<file path="config.mk">
export PLATFORM = sky130hd
export DESIGN_NAME = dmem_req_ctrl
export DESIGN_NICKNAME = d
export VERILOG_FILES = /design/src/rtl/dmem_req_ctrl.sv
export SDC_FILE = /design/constraint.sdc
export NUM_CORES = 1
export LEC_CHECK = 0
export CAP_MARGIN = 20
export CORE_MARGIN = 2
export CORE_UTILIZATION = 65
export CTS_CLUSTER_SIZE = 14
export DETAILED_ROUTE_END_ITERATION = 8
export DONT_BUFFER_PORTS = 1
export PLACE_DENSITY = 0.86
export SETUP_SLACK_MARGIN = 0.2
export SLEW_MARGIN = 20
export SYNTH_ARGS = -nofsm -noshare
export SYNTH_HDL_FRONTEND = slang
export SYNTH_SLANG_ARGS = --single-unit
export TNS_END_PERCENT = 30
</file>
<file path="constraint.sdc">
create_clock -name clk -period 6.7 [get_ports clk]
set_input_delay 2.01 -clock clk [delete_from_list [all_inputs] [get_ports clk]]
set_output_delay 2.01 -clock clk [all_outputs]
set_load 0.01 [all_outputs]
</file>
<file path="src/rtl/dmem_req_ctrl.sv">
// dmem_req_ctrl: in-order data-memory request tracker; define DMEM_REQ_MISALIGN_CHK_EN to trap misaligned H/W accesses
package ooop_types;
  typedef enum logic [1:0] {LS_B = 2'd0, LS_H = 2'd1, LS_W = 2'd2} ls_size_t;
endpackage

module dmem_req_ctrl
  import ooop_types::*;
#(
  parameter int TAG_W = 6,
  parameter int DEPTH = 4
) (
  input  logic             clk,
  input  logic             rst,
  input  logic             req_valid_i,
  output logic             req_ready_o,
  input  logic             req_we_i,
  input  logic [31:0]      req_addr_i,
  input  logic [31:0]      req_wdata_i,
  input  ls_size_t         req_size_i,
  input  logic             req_unsigned_i,
  input  logic [TAG_W-1:0] req_tag_i,
  output logic             mem_en_o,
  output logic             mem_we_o,
  output logic [31:0]      mem_addr_o,
  output logic [31:0]      mem_wdata_o,
  output ls_size_t         mem_size_o,
  input  logic             mem_rvalid_i,
  input  logic [31:0]      mem_rdata_i,
  output logic             resp_valid_o,
  input  logic             resp_ready_i,
  output logic [TAG_W-1:0] resp_tag_o,
  output logic [31:0]      resp_data_o,
  output logic             resp_is_store_o,
  output logic             resp_err_o,
  output logic             spurious_o
);
  localparam int PW = $clog2(DEPTH);
  localparam int CW = $clog2(DEPTH + 1);
`ifdef DMEM_REQ_MISALIGN_CHK_EN
  localparam bit MIS_CHK = 1'b1;
`else
  localparam bit MIS_CHK = 1'b0;
`endif
  logic [TAG_W-1:0] tag_q  [DEPTH];
  logic             we_q   [DEPTH];
  ls_size_t         size_q [DEPTH];
  logic [1:0]       off_q  [DEPTH];
  logic             uns_q  [DEPTH];
  logic [31:0]      data_q [DEPTH];
  logic [DEPTH-1:0] pend_q, done_q, err_q;
  logic [PW-1:0]    head_q, tail_q, cpl_idx;
  logic [CW-1:0]    count_q;
  logic             accept, mis, pop, cpl_hit, cpl;
  logic [7:0]       rb;
  logic [15:0]      rh;
  logic [31:0]      fmt;
  assign req_ready_o = count_q < CW'(DEPTH);
  assign mis = MIS_CHK && ((req_size_i == LS_H && req_addr_i[0]) ||
                           (req_size_i == LS_W && req_addr_i[1:0] != 2'b00));
  assign accept = req_valid_i & req_ready_o & ~rst;
  assign mem_en_o = accept & ~mis;
  assign mem_we_o = req_we_i;
  assign mem_addr_o = req_addr_i;
  assign mem_wdata_o = req_wdata_i;
  assign mem_size_o = req_size_i;
  assign resp_valid_o = done_q[head_q];
  assign pop = resp_valid_o & resp_ready_i;
  assign resp_tag_o = resp_valid_o ? tag_q[head_q] : '0;
  assign resp_data_o = resp_valid_o ? data_q[head_q] : '0;
  assign resp_is_store_o = resp_valid_o & we_q[head_q];
  assign resp_err_o = resp_valid_o & err_q[head_q];
  assign cpl = mem_rvalid_i & cpl_hit;
  // Locate the oldest entry still waiting on memory, scanning from head
  always_comb begin
    cpl_hit = 1'b0;
    cpl_idx = head_q;
    for (int i = 0; i < DEPTH; i++) begin
      if (!cpl_hit && pend_q[head_q + PW'(i)]) begin
        cpl_hit = 1'b1;
        cpl_idx = head_q + PW'(i);
      end
    end
  end
  assign rb = mem_rdata_i[{off_q[cpl_idx], 3'b000} +: 8];
  assign rh = mem_rdata_i[{off_q[cpl_idx][1], 4'b0000} +: 16];
  // Extract and extend load data for the completing entry; stores record zero
  always_comb begin
    fmt = we_q[cpl_idx] ? '0 :
          size_q[cpl_idx] == LS_B ? {{24{~uns_q[cpl_idx] & rb[7]}}, rb} :
          size_q[cpl_idx] == LS_H ? {{16{~uns_q[cpl_idx] & rh[15]}}, rh} : mem_rdata_i;
  end
  // Control state: pointers, occupancy, per-entry pend/done and sticky spurious flag
  always_ff @(posedge clk or posedge rst) begin
    if (rst) begin
      head_q <= '0;
      tail_q <= '0;
      count_q <= '0;
      pend_q <= '0;
      done_q <= '0;
      spurious_o <= 1'b0;
    end else begin
      if (accept) begin
        tail_q <= tail_q + 1'b1;
        pend_q[tail_q] <= ~mis;
        done_q[tail_q] <= mis;
      end
      if (cpl) begin
        pend_q[cpl_idx] <= 1'b0;
        done_q[cpl_idx] <= 1'b1;
      end
      if (pop) begin
        done_q[head_q] <= 1'b0;
        head_q <= head_q + 1'b1;
      end
      count_q <= count_q + CW'(accept) - CW'(pop);
      if (mem_rvalid_i & ~cpl_hit) spurious_o <= 1'b1;
    end
  end
  // Entry payload, only meaningful while the matching pend/done bit is set
  always_ff @(posedge clk) begin
    if (accept) begin
      tag_q[tail_q] <= req_tag_i;
      we_q[tail_q] <= req_we_i;
      size_q[tail_q] <= req_size_i;
      off_q[tail_q] <= req_addr_i[1:0];
      uns_q[tail_q] <= req_unsigned_i;
      err_q[tail_q] <= mis;
      data_q[tail_q] <= '0;
    end
    if (cpl) data_q[cpl_idx] <= fmt;
  end
endmodule

</file>
## Word-level counts from Yosys, hierarchy flattened

Memories as Yosys holds them, arrays and structs flattened.
Index checks and enable logic that the tools add are counted.

| storage, ports and cells | value |
|---|---|
| register bits after elaboration | 20 |
| latch bits | 0 |
| memory bits (writable) | 176 |
| ROM bits | 0 |
| output and inout port bits | 111 |
| logic and storage cells | 102 |
| memories kept | 6 |

| operators by class | value |
|---|---|
| add/sub/neg operators | 6 |
| multipliers | 0 |
| div/mod/pow operators | 0 |
| order comparisons | 10 |
| eq/ne operators | 1 |
| shift operators | 2 |
| muxes and demuxes | 39 |
| bitwise gates (word level) | 21 |
| reduce and logical (&&, ||, !) cells | 10 |

Memories:

| name | depth | bits a word | read ports | clocked after memory_dff | write ports | RTL line | RTL |
|---|---|---|---|---|---|---|---|
| data_q | 4 | 32 | 1 | 0 | 2 | 49 | `logic [31:0] data_q [DEPTH];` |
| tag_q | 4 | 6 | 1 | 0 | 1 | 44 | `logic [TAG_W-1:0] tag_q [DEPTH];` |
| off_q | 4 | 2 | 1 | 0 | 1 | 47 | `logic [1:0] off_q [DEPTH];` |
| size_q | 4 | 2 | 1 | 0 | 1 | 46 | `ls_size_t size_q [DEPTH];` |
| uns_q | 4 | 1 | 1 | 0 | 1 | 48 | `logic uns_q [DEPTH];` |
| we_q | 4 | 1 | 2 | 0 | 1 | 45 | `logic we_q [DEPTH];` |

Operators with widths:

| kind | number |
|---|---|
| 32-bit 2-to-1 mux | 4 |
| 32-bit by 6-bit variable part select with 16-bit output | 1 |
| 32-bit by 6-bit variable part select with 8-bit output | 1 |
| 4-bit 2-to-1 mux | 5 |
| 2-bit by 3-bit < comparator with 1-bit output (second input constant) | 6 |
| 1-bit 2-to-1 mux | 17 |
| 4-bit AND | 4 |
| 1-bit binary-select mux with 2-bit select | 6 |
| 4-bit inverter | 3 |
| 1-bit AND | 9 |
| 4-bit OR | 2 |
| 1-bit demux with 2-bit select | 3 |
| 2-bit by 1-bit >= comparator with 1-bit output (second input constant) | 3 |
| 1-bit logical AND | 6 |
| 2-bit 2-to-1 mux | 3 |
| 6-bit 2-to-1 mux | 1 |
| 2-bit by 1-bit adder with 2-bit output (second input constant) | 2 |
| 2-bit adder (second input constant) | 2 |
| 3-bit by 1-bit adder with 3-bit output | 1 |
| 1-bit zero test | 3 |
| 3-bit < comparator (second input constant) | 1 |
| 1-bit inverter | 3 |
| 3-bit by 1-bit subtractor with 3-bit output | 1 |
| 2-bit by 1-bit equality test with 1-bit output (second input constant) | 1 |
| 2-bit zero test | 1 |

## Depth between registers and ports, before layout

| logic depth | value |
|---|---|
| depth after elaboration | 20 |
| gate-level depth with buffers | 16 |

## Worst setup path after synthesis

OpenSTA, ideal clock, no wires.

| timing | value |
|---|---|
| kind | input -> output |
| start point | input port rst |
| end point | output port mem_en_o |
| arrival time | 2995 ps |
| required time | 4690 ps |
| slack | 1695 ps |
| cell stages on the path | 3 |
| cells stage by stage | inv_1 and3_1 clkbuf_1 |

| between the ends | value |
|---|---|
| word-level cells in the longest chain between the ends | 2 |

Ends and longest elaborated chain:

| element | RTL line | RTL |
|---|---|---|
| start, declared | 13 | `input logic rst,` |
| 1-bit inverter | 60 | `assign accept = req_valid_i & req_ready_o & ~rst;` |
| 1-bit AND | 60 |  |
| end, declared | 22 | `output logic mem_en_o,` |

Every way passes these cells.

## Final worst setup path

Ends and elaborated chain as after synthesis.

==> impl_metrics.ini <==
[outcome]
status = finished clean

[detailed_routing]
routed_wl_mm = 23.0
routed_via_density = 7.14
drt_iter0_drc = 695
drc = 0
ant_nets = 0
vias = 6248
dr.pass1.iters = 5
wl_per_cell_um = 26.2

[sta]
slew_viol_final = 0
hold_viol = 0
finalSetupViolations = 0
fmax_mhz = 197
setup_tns_ns = 0
clock_skew_ns = 0.00956
relSlewSlack = 0.212
worst_slew_pin_slew_ns = 1.18
period_needed_ns = 5.07
rsz0062_at_grt = false
min_period_over_period = 0.757

[clock_tree]
post-cts-setup-buffers = 0
tritoncts = yes
cts_max_level = 4
cts_sinks = 196
root_buffer = clkbuf_16
postCtsHoldBufs = 0
clk_path_buf_depth = 2
clkSlewWorstSetupHoldPaths_ns = 0.07
clock_latency_ns = 0.43
cts_buffers = 17
cts_resized = 0

[grt]
grt_pass1_vias = 6632
gr-usage-met2 = 0.471
grt-ovfl-total = 0
grt-busiest-layer = met2
met1_usage = 0.342
antenna_found_initial = 0
use_met3 = 0.0954
grt_max_degree = 65
grt_usage = 0.286
grt_first_pass_wirelength_mm = 35.5

[critical_path]
crit_type = input port to primary output
critPathBufInv = 1
cp.arrival_ns = 3.06
crit_path_max_fanout = 17
cp_slowest_stage_delay_ns = 0.61
crit_family = simple AND/OR/NAND/NOR gates
required_ns = 4.69
endpoint_kind = primary output
crit_chain = inv_1, and3_1
cp_slowest_cell = and3_1
crit_path_start_kind = input port

[hold_path]
hp-class = flip-flop to flip-flop

[layout]
layout-drive-gt1-share = 0.170
regArea_um2 = 5810
diodes = 0
fillCellCount = 1004
nNetsFinal = 773
post-route-util = 0.683
synthToLayoutAreaGrowth_pct = 2.03
multi_input_area_um2 = 3570

[placed_design]
port_buffers = 0
dpl.hpwl_mm = 14.1
gp_congestion = 0.842

[yosys]
synth_edf_count = 180
synth.cell_area_um2 = 10200
synth_cell_types = 48
ys_warn_count = 0
syn_inst = 744
syn_area_per_cell_um2 = 13.7
synth_most_common_cell = edfxtp_1
ys_ff_latch = 196
synth_fp_nets = 866
yosys-top-cells-count = edfxtp_1, buf_4, nor3_1, nor2b_1, mux4_2
yosysTopAreaCellShare = 0.529
synthFlopType = edfxtp_1
synth_top_area_cell = edfxtp_1
synthTopCellsByArea = edfxtp_1, mux4_2, buf_4, mux2i_1, dfrtp_1
yosysSeqAreaShare = 0.569
postSynth.asyncResetShare = 0.0816

[die]
die_h_um = 129
rows = 45
dieArea_um2 = 16700
io_pins = 222
start_util = 0.669
fp.dieW_um = 129
core_area_um2 = 15300

[job]
cap_violations = 0

[power]
ir_drop_mv = 0.515
p_leak_nw = 3.53
p_per_area_nw_per_um2 = 625
==> worst reg2reg max path: stages (launching register included) <==
cell,delay (ns)
dfrtp_2,0.76
inv_1,0.23
ha_1,0.48
mux4_2,0.33
nor2b_4,0.14
or4_4,0.51
nand2_2,0.25
mux4_2,0.79
mux2_2,0.40
mux2i_4,0.66
o32ai_1,0.22
==> final timing paths <==
path	end	slack [ns]	start	cells after the start
min in group asynchronous	pend_q[3]$_DFF_PP0_	1.53	rst	1
max in group asynchronous	head_q[0]$_DFFE_PP0P_	4.73	rst	1
worst max-delay path	mem_en_o	1.63	rst	2
worst min-delay path	count_q[2]$_DFF_PP0_	0.48	count_q[2]$_DFF_PP0_	1
worst max register to register	data_q[2][11]$_SDFFCE_PN0P_	1.64	head_q[0]$_DFFE_PP0P_	10
worst min register to register	count_q[2]$_DFF_PP0_	0.48	count_q[2]$_DFF_PP0_	1
==> where the power goes <==
group          switching (mW)  total, mW  internal [mW]
Combinational            2.27       3.43           1.16
Clock                   0.456       1.09          0.631
Sequential              0.147       2.00           1.85
==> layout make-up <==
class | count | share of cell area
Tap cell | 211 | 0.0253
Clock inverter | 14 | 0.0192
Multi-Input combinational cell | 410 | 0.343
Timing Repair Buffer | 8 | 0.00769
Inverter | 18 | 0.00648
Sequential cell | 196 | 0.557
Clock buffer | 18 | 0.0412
==> stage by stage <==
step                cells  cell area, um^2  power, mW  hold WS (ns)  worst slack, ns
global route          875            10400       6.84         0.507             1.35
global placement      842             9760       5.19         0.461             1.66
floorplan             744            10200       4.79         0.446             1.70
CTS                   874            10400       6.44         0.476             1.58
detailed placement    842             9760       5.34         0.464             1.58
finish                875            10400       6.51         0.483             1.63
==> cells by family (layout without fill, tap and decap cells) <==
kind of cell             Yosys count  after routing  synth area share
AO/OA/AOI/OAI                    108            108            0.0744
XOR/XNOR                           4              4           0.00343
adder cells (fa/ha/maj)           11             11            0.0142
buffers and inverters            138             58            0.0847
flip-flops                       196            196             0.569
multiplexers                     100            100             0.157
AND/OR/NAND/NOR                  187            187            0.0977
==> layout by cell type, fill, tap and decap left out, types with 3 or more instances in the layout <==
| master | count |
|---|---|
| mux2i_1 | 41 |
| nor2b_1 | 46 |
| nor3_1 | 67 |
| buf_4 | 7 |
| o22ai_1 | 30 |
| mux2_2 | 12 |
| nor2_1 | 15 |
| inv_6 | 3 |
| nand2_1 | 29 |
| and3_1 | 3 |
| mux2i_4 | 3 |
| bufinv_16 | 4 |
| mux4_2 | 44 |
| o21a_1 | 7 |
| nand3b_1 | 3 |
| edfxtp_1 | 180 |
| o21ai_0 | 17 |
| a32o_1 | 4 |
| nand2_2 | 5 |
| inv_1 | 18 |
| ha_1 | 10 |
| nor3b_1 | 3 |
| clkbuf_16 | 17 |
| o32ai_1 | 28 |
| a21oi_1 | 10 |
| clkinv_4 | 4 |
| dfrtp_1 | 14 |
| xnor2_1 | 4 |
==> metal layers <==
layer  wire length, um  part of all wire  vias up
met4               688             0.030        0
met5                 0                 0        -
met1              8000              0.35     3075
met2             11700              0.51      482
li1                  -                 -     2615
met3              2600              0.11       76
==> state kept, by name, summed over array words and instances, names as in the netlist, 4 cells and up <==
register	flops
data_q	128
pend_q	4
size_q	8
uns_q	4
err_q	4
we_q	4
done_q	4
off_q	8
tag_q	24
Note: power is estimated with default switching activity, not from simulation.
